### config.mk
export PLATFORM = sky130hd
export DESIGN_NAME = fetch_stage
export DESIGN_NICKNAME = d
export VERILOG_FILES = /design/src/rtl/fetch_stage_pkg.sv /design/src/rtl/fetch_stage_ifid_reg.sv /design/src/rtl/fetch_stage.sv
export SDC_FILE = /design/constraint.sdc
export NUM_CORES = 1
export LEC_CHECK = 0
export CAP_MARGIN = 25
export CORE_UTILIZATION = 40
export DETAILED_ROUTE_END_ITERATION = 7
export PLACE_DENSITY = 0.78
export SLEW_MARGIN = 30
export SYNTH_ARGS = -nofsm -noshare
export SYNTH_HDL_FRONTEND = slang
export SYNTH_SLANG_ARGS = --single-unit
### constraint.sdc
create_clock -name clk -period 1.9 [get_ports clk]
set_input_delay 0.38 -clock clk [delete_from_list [all_inputs] [get_ports clk]]
set_output_delay 0.38 -clock clk [all_outputs]
set_load 0.02 [all_outputs]
### src/rtl/fetch_stage_pkg.sv
// rtl/fetch_stage_pkg.sv - next-PC select codes, NOP encoding, IF/ID occupancy type
package fetch_stage_pkg;

  localparam logic [1:0]  PCSRC_JALR   = 2'b00;
  localparam logic [1:0]  PCSRC_TARGET = 2'b01;
  localparam logic [1:0]  PCSRC_SEQ    = 2'b10;
  localparam logic [31:0] NOP_ENCODING = 32'h0000_0013;

  typedef enum logic {
    IFID_BUBBLE = 1'b0,
    IFID_VALID  = 1'b1
  } ifid_state_t;

  function automatic logic [31:0] sat_inc32(input logic [31:0] value);
    return (value == 32'hFFFF_FFFF) ? value : value + 32'd1;
  endfunction

endpackage

### src/rtl/fetch_stage_ifid_reg.sv
// rtl/fetch_stage_ifid_reg.sv - IF/ID pipeline register, priority reset > flush > stall > advance
module fetch_stage_ifid_reg
  import fetch_stage_pkg::*;
#(
  parameter int          XLEN      = 32,
  parameter logic [31:0] NOP_INSTR = NOP_ENCODING
) (
  input  logic            clk,
  input  logic            rst,
  input  logic            flush,
  input  logic            stall,
  input  logic [XLEN-1:0] fetch_pc,
  input  logic [XLEN-1:0] fetch_pc_plus4,
  input  logic [31:0]     fetch_instr,
  output logic [XLEN-1:0] ifid_pc,
  output logic [XLEN-1:0] ifid_pc_plus4,
  output logic [31:0]     ifid_instr,
  output logic            ifid_valid
);

  ifid_state_t state_q;
  ifid_state_t state_d;

  always_ff @(posedge clk) begin
    if (rst) state_q <= IFID_BUBBLE;
    else     state_q <= state_d;
  end

  always_comb begin
    state_d = state_q;
    if (flush)       state_d = IFID_BUBBLE;
    else if (!stall) state_d = IFID_VALID;
  end

  always_comb begin
    ifid_valid = (state_q == IFID_VALID);
  end

  // A flush only swaps in the bubble; the pc fields keep their last values.
  always_ff @(posedge clk) begin
    if (rst) begin
      ifid_pc       <= '0;
      ifid_pc_plus4 <= '0;
      ifid_instr    <= NOP_INSTR;
    end else if (flush) begin
      ifid_instr    <= NOP_INSTR;
    end else if (!stall) begin
      ifid_pc       <= fetch_pc;
      ifid_pc_plus4 <= fetch_pc_plus4;
      ifid_instr    <= fetch_instr;
    end
  end

endmodule

### src/rtl/fetch_stage.sv
// rtl/fetch_stage.sv - RV32I IF stage: PC register, next-PC mux, IF/ID register; FETCH_PERF_CNT_EN adds perf counters
module fetch_stage
  import fetch_stage_pkg::*;
#(
  parameter int            XLEN      = 32,
  parameter logic [XLEN-1:0] RESET_PC = '0,
  parameter logic [31:0]   NOP_INSTR = NOP_ENCODING
) (
  input  logic            clk,
  input  logic            rst,
  input  logic [1:0]      pc_src,
  input  logic [XLEN-1:0] branch_target,
  input  logic [XLEN-1:0] jalr_target,
  input  logic            stall,
  output logic [XLEN-1:0] imem_addr,
  input  logic [31:0]     imem_rdata,
  output logic [XLEN-1:0] ifid_pc,
  output logic [XLEN-1:0] ifid_pc_plus4,
  output logic [31:0]     ifid_instr,
  output logic            ifid_valid
`ifdef FETCH_PERF_CNT_EN
  ,
  output logic [31:0]     perf_redirects,
  output logic [31:0]     perf_stall_cycles
`endif
);

  logic [XLEN-1:0] pc;
  logic [XLEN-1:0] pc_plus4;
  logic [XLEN-1:0] next_pc;
  logic            redirect;

  assign imem_addr = pc;
  assign pc_plus4  = pc + XLEN'(4);

  // Reserved code 11 falls into the sequential default.
  always_comb begin
    next_pc  = pc_plus4;
    redirect = 1'b0;
    case (pc_src)
      PCSRC_JALR: begin
        next_pc  = jalr_target & ~XLEN'(1);
        redirect = 1'b1;
      end
      PCSRC_TARGET: begin
        next_pc  = branch_target;
        redirect = 1'b1;
      end
      PCSRC_SEQ: next_pc = pc_plus4;
      default:   next_pc = pc_plus4;
    endcase
  end

  // Redirect outranks stall: the redirecting instruction is older.
  always_ff @(posedge clk) begin
    if (rst)                    pc <= RESET_PC;
    else if (redirect || !stall) pc <= next_pc;
  end

  fetch_stage_ifid_reg #(
    .XLEN      (XLEN),
    .NOP_INSTR (NOP_INSTR)
  ) u_ifid_reg (
    .clk            (clk),
    .rst            (rst),
    .flush          (redirect),
    .stall          (stall),
    .fetch_pc       (pc),
    .fetch_pc_plus4 (pc_plus4),
    .fetch_instr    (imem_rdata),
    .ifid_pc        (ifid_pc),
    .ifid_pc_plus4  (ifid_pc_plus4),
    .ifid_instr     (ifid_instr),
    .ifid_valid     (ifid_valid)
  );

`ifdef FETCH_PERF_CNT_EN
  always_ff @(posedge clk) begin
    if (rst) begin
      perf_redirects    <= '0;
      perf_stall_cycles <= '0;
    end else begin
      if (redirect)           perf_redirects    <= sat_inc32(perf_redirects);
      if (stall && !redirect) perf_stall_cycles <= sat_inc32(perf_stall_cycles);
    end
  end
`endif

endmodule

Word level (Yosys, flattened, before mapping)

Cells that the tools add are included.

Word-level logic and storage cells: 17
Register bits: 129
Bits of input ports: 101
Output and inout bits: 129

Add/sub/neg operators: 1
Reduce and logical (&&, ||, !) cells: 6
Muxes and demuxes: 2
Eq/ne operators: 1
Bitwise operators: 2

Operators with widths:

| cell                                          | number |
|---|---|
| case mux 32 bit (2 select lines)              | 1 |
| adder 32 x 3 -> 32 bit, second input constant | 1 |
| OR reduction 2 bit                            | 2 |
| == test 2 x 1 -> 1 bit, second input constant | 1 |
| logical NOT 2 bit                             | 1 |
| NOT 1 bit                                     | 2 |
| AND reduction 2 bit                           | 1 |
| logical NOT 1 bit                             | 1 |
| logical OR 1 bit                              | 1 |
| 2-to-1 mux 1 bit                              | 1 |

Depth between registers and ports, before layout

Gate-level depths: netlist (run 1).

Word-level depth: 5
Depth in mapped cells: 7
Mapped depth without buffers: 6

Cells and area by module

Synthesis (run 1) repeated with hierarchy kept, for this count alone.

Cells, all modules: 708
Area total of the unflattened synthesis: 6331.1 µm²

By module, submodules not included:

| module               | cells each | times used | area an instance (µm²) | sequential area each (µm²) |
|---|---|---|---|---|
| fetch_stage_ifid_reg | 398        | 1          | 3829.9                 | 1941.9 |
| fetch_stage          | 310        | 1          | 2501.1                 | 640.6 |

Worst setup path before layout (run 1)

OpenSTA, ideal clock, no wires.

Path type: register -> register
Start point: register pc[13], in the netlist imem_addr[13]
End point: register pc[28], in the netlist imem_addr[28]
Data required time: 1.821 ns
Path buffers: 1
Arrival: 2.191 ns
Library setup time: 0.079 ns
Setup slack: -0.371 ns
Cell stages (with the launch flop): 7
Clock period less this slack: 2.271 ns
Cells stage by stage: dfxtp_1 > buf_2 > nand4_1 > or4_4 > or4_1 > xor2_1 > a211oi_2

Cells in the longest elaborated chain, start to end: 2

Ends and longest elaborated chain:

| item                             | RTL line          | text |
|---|---|---|
| start, declared                  | fetch_stage.sv:28 | `logic [XLEN-1:0] pc;` |
| start signal, assigned           | fetch_stage.sv:57 | `else if (redirect \|\| !stall) pc <= next_pc;` |
| adder 32 x 3 -> 32 bit           | fetch_stage.sv:34 | `assign pc_plus4 = pc + XLEN'(4);` |
| case mux 32 bit (2 select lines) | fetch_stage.sv:40 | `case (pc_src)` |

Every way passes these cells.
A chain may end at the register's enable or synchronous reset.

Worst setup path in the final report (run 1)

Start point: register pc[10], in the netlist imem_addr[10]
End point: register pc[28], in the netlist imem_addr[28]

The elaborated chain is that of the path after synthesis.

==> results.py, run 1 <==
metrics = {
    "run_status": {
        "status": "complete, but fails checks",
        "violations": "setup timing",
    },
    "sta": {
        "worst_pin_slew_ns": 0.617,
        "finalWorstSetupSlack_ns": -0.0376,
        "fin_skew_ns": 0.0109,
        "fin_crit_sh_pct": 102,
        "setup_violations": 4,
        "relSlewSlack_pct": 58.9,
        "clock.fmax_mhz": 516,
        "finalHoldViolCount": 0,
        "drv_slew": 0,
        "post-route-min-period_ns": 1.94,
        "rsz0062_at_grt": "yes",
    },
    "synthesis": {
        "avgSynthCellArea_um2": 8.51,
        "synthArstFlopShare_pct": 0,
        "yosys_warnings": 0,
        "yosysSeqAreaShare_pct": 44.0,
        "syn_nets": 781,
        "synthCells": 679,
        "syn_area_um2": 5780,
        "ys.flop_type": "dfxtp_1",
        "ys_ff_latch": 127,
        "synth_edf_count": 0,
        "synth.distinct_cells": 42,
    },
    "worst_setup_path": {
        "path_max_fanout": 9,
        "crit_slowest_cell": "or4_4",
        "path_class": "flip-flop to flip-flop",
        "reg2regPathDepth": 5,
        "crit_required_ns": 2.24,
        "critical_path.endpoint_type": "flip-flop",
        "startpoint_type": "flip-flop",
        "cp.arrival_ns": 2.27,
        "cp_slowest_stage_delay_ns": 0.60,
        "crit_chain": "nand4_1 > or4_4 > or4_1 > xor2_1 > a211oi_2",
    },
    "cells_and_area": {
        "nNetsFinal": 1022,
        "final_util_pct": 66.6,
        "final_cell_area_um2": 9310,
        "diodes": 0,
        "area_growth_pct": 61.2,
        "final_layout_size_suffix_gt1_share_pct": 16.0,
    },
    "routing": {
        "first_pass_iters": 4,
        "wl_um": 17900,
        "drc": 0,
        "ant_nets": 0,
        "vias_per_cell": 5.12,
        "drt_iter0_drc": 329,
        "vias": 5693,
        "wl_per_cell_um": 16.1,
    },
    "power_and_ir_drop": {
        "p_total_mw": 7.24,
        "power_density_nw_per_um2": 778,
        "ir_drop_uv": 528,
        "p_leak_nw": 3.55,
    },
    "placed_design": {
        "port_buffers": 228,
        "place_congestion": 0.861,
        "place_ws_ns": -0.0274,
        "post_dp_cell_area_um2": 8610,
        "dp.final_hpwl_um": 13000,
    },
    "clock_network": {
        "cts_made_buffers": 17,
        "clkTransAtPathRegs_ns": 0.05,
        "cts_sinks": 127,
        "clk_path_buf_depth": 2,
        "tritoncts": "built",
        "root_buffer": "clkbuf_16",
        "insertion_delay_ns": 0.42,
        "postCtsHoldBufs": 0,
        "cts.htree.levels": 4,
    },
    "global_routing": {
        "first_global_vias": 5520,
        "grt_usage_pct": 24.8,
        "grt_max_degree": 57,
        "grt_pass1_wl_um": 28100,
        "antenna_found_initial": 0,
        "grt-ovfl-total": 0,
    },
    "floorplan": {
        "die_h_um": 122,
        "fp.dieArea_um2": 14900,
        "io_pins": 230,
        "fp-row-count": 43,
        "initial_core_util_pct": 41.3,
        "core_region_area_um2": 14000,
        "dieWidth_um": 122,
    },
    "worst_hold_path": {
        "hold_depth": 2,
        "min_path_type": "input pin to flip-flop",
    },
    "job": {
        "cap_violations": 0,
    },
}
-- cell usage after synthesis, drive strengths merged (2+ instances only) --
cell type	number	area (µm²)
dfxtp	127	2540
nand2	81	304
nor2	81	304
a211oi	73	553
clkbuf	45	169
a21oi	39	195
mux2i	36	360
xnor2	31	272
nor2b	28	175
buf	24	123
xor2	17	149
nor3	16	85.1
nand3	13	65.1
nand4	9	56.3
nor4	7	56.3
a311oi	6	52.6
o21ai	6	30.0
or3	6	37.5
inv	5	18.8
and3	4	25.0
a211o	3	26.3
nand2b	3	18.8
or2	3	18.8
or4	3	26.3
and2	2	12.5
-- critical path: cells and delay by family (launching register included) --
kind / cells / cell delay [ns]
and+or+nand+nor: 3 / 1.16
DFF: 1 / 0.35
AOI/OAI and AO/OA: 1 / 0.18
xor gates and xnor gates: 1 / 0.17
-- per-stage QoR --
stage / instances / hold WS (ns) / setup TNS (ns)
after floorplan: 679 / 0.446 / -0.815
after global placement: 1077 / 0.438 / -0.00176
after detailed placement: 1077 / 0.446 / -0.0756
after CTS: 1109 / 0.213 / -0.0346
after global routing: 1111 / 0.240 / -1.14
final: 1111 / 0.236 / -0.0755
-- area by class of cell --
type	instances	area [µm²]
clock inverters	6	58.8
clock buffers	24	493
fillers	1180	4680
well taps	180	225
flip-flops and latches	127	2600
multi-input cells	478	3090
repair buffers	291	2830
inverters	5	18.8
-- registers in the layout (all words and copies together), names as in the netlist --
signal                    flops
imem_addr                    32
u_ifid_reg.ifid_instr        32
u_ifid_reg.ifid_pc_plus4     32
u_ifid_reg.ifid_pc           30
u_ifid_reg.ifid_valid         1
-- timing repair --
action                     4_1_cts  5_1_grt
gates resized for setup         28       22
buffers inserted                 2        2
pin swaps                        1        8
setup endpoints to repair       28       36
-- worst paths after layout --
kind	startpoint	to	slack, ns
worst max-delay path	imem_addr[10]$_SDFFE_PP0P_	imem_addr[28]$_SDFFE_PP0P_	-0.04
worst min-delay path	rst	imem_addr[15]$_SDFFE_PP0P_	0.24
worst max register to register	imem_addr[10]$_SDFFE_PP0P_	imem_addr[28]$_SDFFE_PP0P_	-0.04
worst min register to register	u_ifid_reg.ifid_valid$_SDFFE_PP0N_	u_ifid_reg.ifid_valid$_SDFFE_PP0N_	0.45
-- routing by layer --
metal  global-route usage, %  share of wire (%)  vias to the layer above
li1                        -                  -                     2831
met1                    29.2                 42                     2639
met2                    40.9                 48                      197
met3                    9.55                8.6                       26
met4                    8.54                1.9                        0
met5                       0                  0                        -
-- where the power goes --
| group | switching, mW | internal, mW |
|---|---|---|
| clock network | 1.14 | 1.92 |
| registers | 0.0811 | 2.80 |
| logic | 0.650 | 0.648 |
-- kinds of logic (layout without fill, tap and decap cells) --
logic type	count (synthesis)	count (layout)	synth area share, %
AND/OR/NAND/NOR	260	260	21.2
AO/OA/AOI/OAI	132	132	15.5
flip-flops	127	127	44.0
buffers and inverters	74	326	5.37
XOR/XNOR	48	48	7.28
multiplexers	37	37	6.43
adder cells (fa/ha/maj)	1	1	0.217
-- cells in the final DEF (no fill, tap or decap), types with 5 or more instances in the layout --
cell / n
nor3_1: 5
dlymetal6s2s_1: 7
or3_1: 5
nor3_2: 7
dfxtp_2: 11
a211oi_1: 70
buf_12: 7
nor2_1: 79
inv_1: 5
clkdlybuf4s50_1: 196
nand4_1: 9
a21oi_1: 39
xor2_1: 17
dfxtp_4: 11
nand3_1: 11
mux2i_1: 36
o21ai_0: 6
dlygate4sd2_1: 21
xnor2_1: 31
nand2_1: 81
buf_4: 53
clkbuf_16: 18
dfxtp_1: 105
nor2b_1: 28
No activity file was read; power rests on OpenSTA's default activity.
==> run 2: changes to the inputs <==
- REMOVE_ABC_BUFFERS: not set -> 1
==> results.py, run 2 (synthesis gave the netlist of run 1 again) <==
metrics = {
    "run_status": {
        "status": "complete, but fails checks",
        "violations": "setup timing",
    },
    "global_routing": {
        "grt_pass1_wl_um": 27600,
        "grt_max_degree": 64,
        "grt-ovfl-total": 0,
        "first_global_vias": 5450,
        "antenna_found_initial": 0,
        "grt_usage_pct": 24.2,
    },
    "worst_hold_path": {
        "min_path_type": "input pin to flip-flop",
        "hold_depth": 2,
    },
    "sta": {
        "setup_violations": 5,
        "fin_skew_ns": 0.00764,
        "clock.fmax_mhz": 518,
        "post-route-min-period_ns": 1.93,
        "drv_slew": 0,
        "relSlewSlack_pct": 62.0,
        "tns_ns": -0.0957,
        "finalWorstSetupSlack_ns": -0.0314,
        "worst_pin_slew_ns": 0.570,
        "fin_crit_sh_pct": 102,
        "rsz0062_at_grt": "yes",
        "finalHoldViolCount": 0,
    },
    "worst_setup_path": {
        "critical_path.endpoint_type": "flip-flop",
        "path_max_fanout": 13,
        "crit_required_ns": 2.23,
        "startpoint_type": "flip-flop",
        "path_class": "flip-flop to flip-flop",
        "cp.arrival_ns": 2.26,
        "reg2regPathDepth": 5,
    },
    "power_and_ir_drop": {
        "power_density_nw_per_um2": 801,
        "p_total_mw": 7.48,
        "p_leak_nw": 3.56,
        "ir_drop_uv": 700,
    },
    "routing": {
        "drt_iter0_drc": 357,
        "drc": 0,
        "vias_per_cell": 5.08,
        "wl_um": 18100,
        "vias": 5672,
        "first_pass_iters": 4,
        "ant_nets": 0,
        "wl_per_cell_um": 16.2,
    },
    "job": {
        "cap_violations": 0,
    },
    "floorplan": {
        "fp.dieArea_um2": 14900,
        "fp-row-count": 43,
        "io_pins": 230,
        "core_region_area_um2": 14000,
        "dieWidth_um": 122,
        "die_h_um": 122,
        "initial_core_util_pct": 41.3,
    },
    "clock_network": {
        "root_buffer": "clkbuf_16",
        "clk_path_buf_depth": 2,
        "postCtsHoldBufs": 0,
        "cts_sinks": 127,
        "cts.htree.levels": 4,
        "clkTransAtPathRegs_ns": 0.06,
        "insertion_delay_ns": 0.42,
        "tritoncts": "built",
        "cts_made_buffers": 17,
    },
    "cells_and_area": {
        "final_common_cell": "clkdlybuf4s50_1",
        "final_cell_area_um2": 9350,
        "final_layout_size_suffix_gt1_share_pct": 15.3,
        "nNetsFinal": 1026,
        "area_growth_pct": 61.7,
        "diodes": 0,
        "final_cell_mix": "clkdlybuf4s50_1 (196), dfxtp_1 (119), nand2_1 (80)",
        "final_util_pct": 66.8,
    },
    "placed_design": {
        "place_congestion": 0.841,
        "dp.final_hpwl_um": 13000,
        "post_dp_cell_area_um2": 8510,
        "port_buffers": 228,
    },
}
[run 2: cell types whose count changed in the layout (fill, tap and decap cells not counted), moves of 3 or more]
| cell | change |
|---|---|
| dfxtp_2 | -3 |
| dfxtp_1 | +14 |
| dfxtp_4 | -11 |
| dlygate4sd2_1 | +4 |
| dlymetal6s2s_1 | -4 |
| nor3_1 | +3 |
| nor4_4 | +3 |
[run 2: worst paths after layout]
kind | end | startpoint | slack [ns]
max | u_ifid_reg.ifid_pc_plus4[20]$_SDFFE_PP0P_ | imem_addr[12]$_SDFFE_PP0P_ | -0.03
min | u_ifid_reg.ifid_pc[10]$_SDFFE_PP0P_ | rst | 0.29
max reg2reg | u_ifid_reg.ifid_pc_plus4[20]$_SDFFE_PP0P_ | imem_addr[12]$_SDFFE_PP0P_ | -0.03
min reg2reg | u_ifid_reg.ifid_valid$_SDFFE_PP0N_ | u_ifid_reg.ifid_valid$_SDFFE_PP0N_ | 0.45
[run 2: layout make-up]
cell class | count | area [µm²]
clock buffer | 21 | 460
fill | 1143 | 4640
multi-input combinational | 478 | 3110
sequential | 127 | 2550
timing repair buffer | 295 | 2840
clock inverter | 11 | 139
tap | 180 | 225
inverter | 5 | 18.8
[run 2: report_power, final]
part | internal [mW] | switching (mW) | total [mW] | leakage [nW]
Clock | 2.12 | 1.18 | 3.30 | 0.293
Sequential | 2.80 | 0.0832 | 2.89 | 1.04
Combinational | 0.647 | 0.650 | 1.30 | 2.23
[run 2: worst max-delay path, cell delays in order, from the launching register on]
cell and delay [ns]:
dfxtp_2 0.34, nand4_1 0.13, or4_4 0.58, buf_8 0.18, or3_1 0.34, a311oi_1 0.25
[run 2: metrics by stage]
| stage | std cells | hold WS (ns) | setup WS (ns) |
|---|---|---|---|
| after floorplan | 610 | 0.445 | -1.86 |
| after global placement | 1080 | 0.436 | -0.0902 |
| after detailed placement | 1080 | 0.444 | -0.113 |
| after CTS | 1112 | 0.274 | -0.104 |
| after global routing | 1117 | 0.287 | -0.118 |
| final | 1117 | 0.294 | -0.0314 |
[run 2: routing by layer]
| layer | global-route usage, % | vias to the layer above | part of all wire, % |
|---|---|---|---|
| li1 | - | 2844 | - |
| met1 | 26.9 | 2618 | 40 |
| met2 | 41.7 | 192 | 48 |
| met3 | 10.8 | 18 | 10 |
| met4 | 6.63 | 0 | 1.2 |
| met5 | 0 | - | 0 |
[run 2: timing repair]
item / 4_1_cts / 5_1_grt
pin swaps: 3 / 13
resized for setup: 41 / 35
buffers inserted: 0 / 5
setup endpoints to repair: 43 / 35
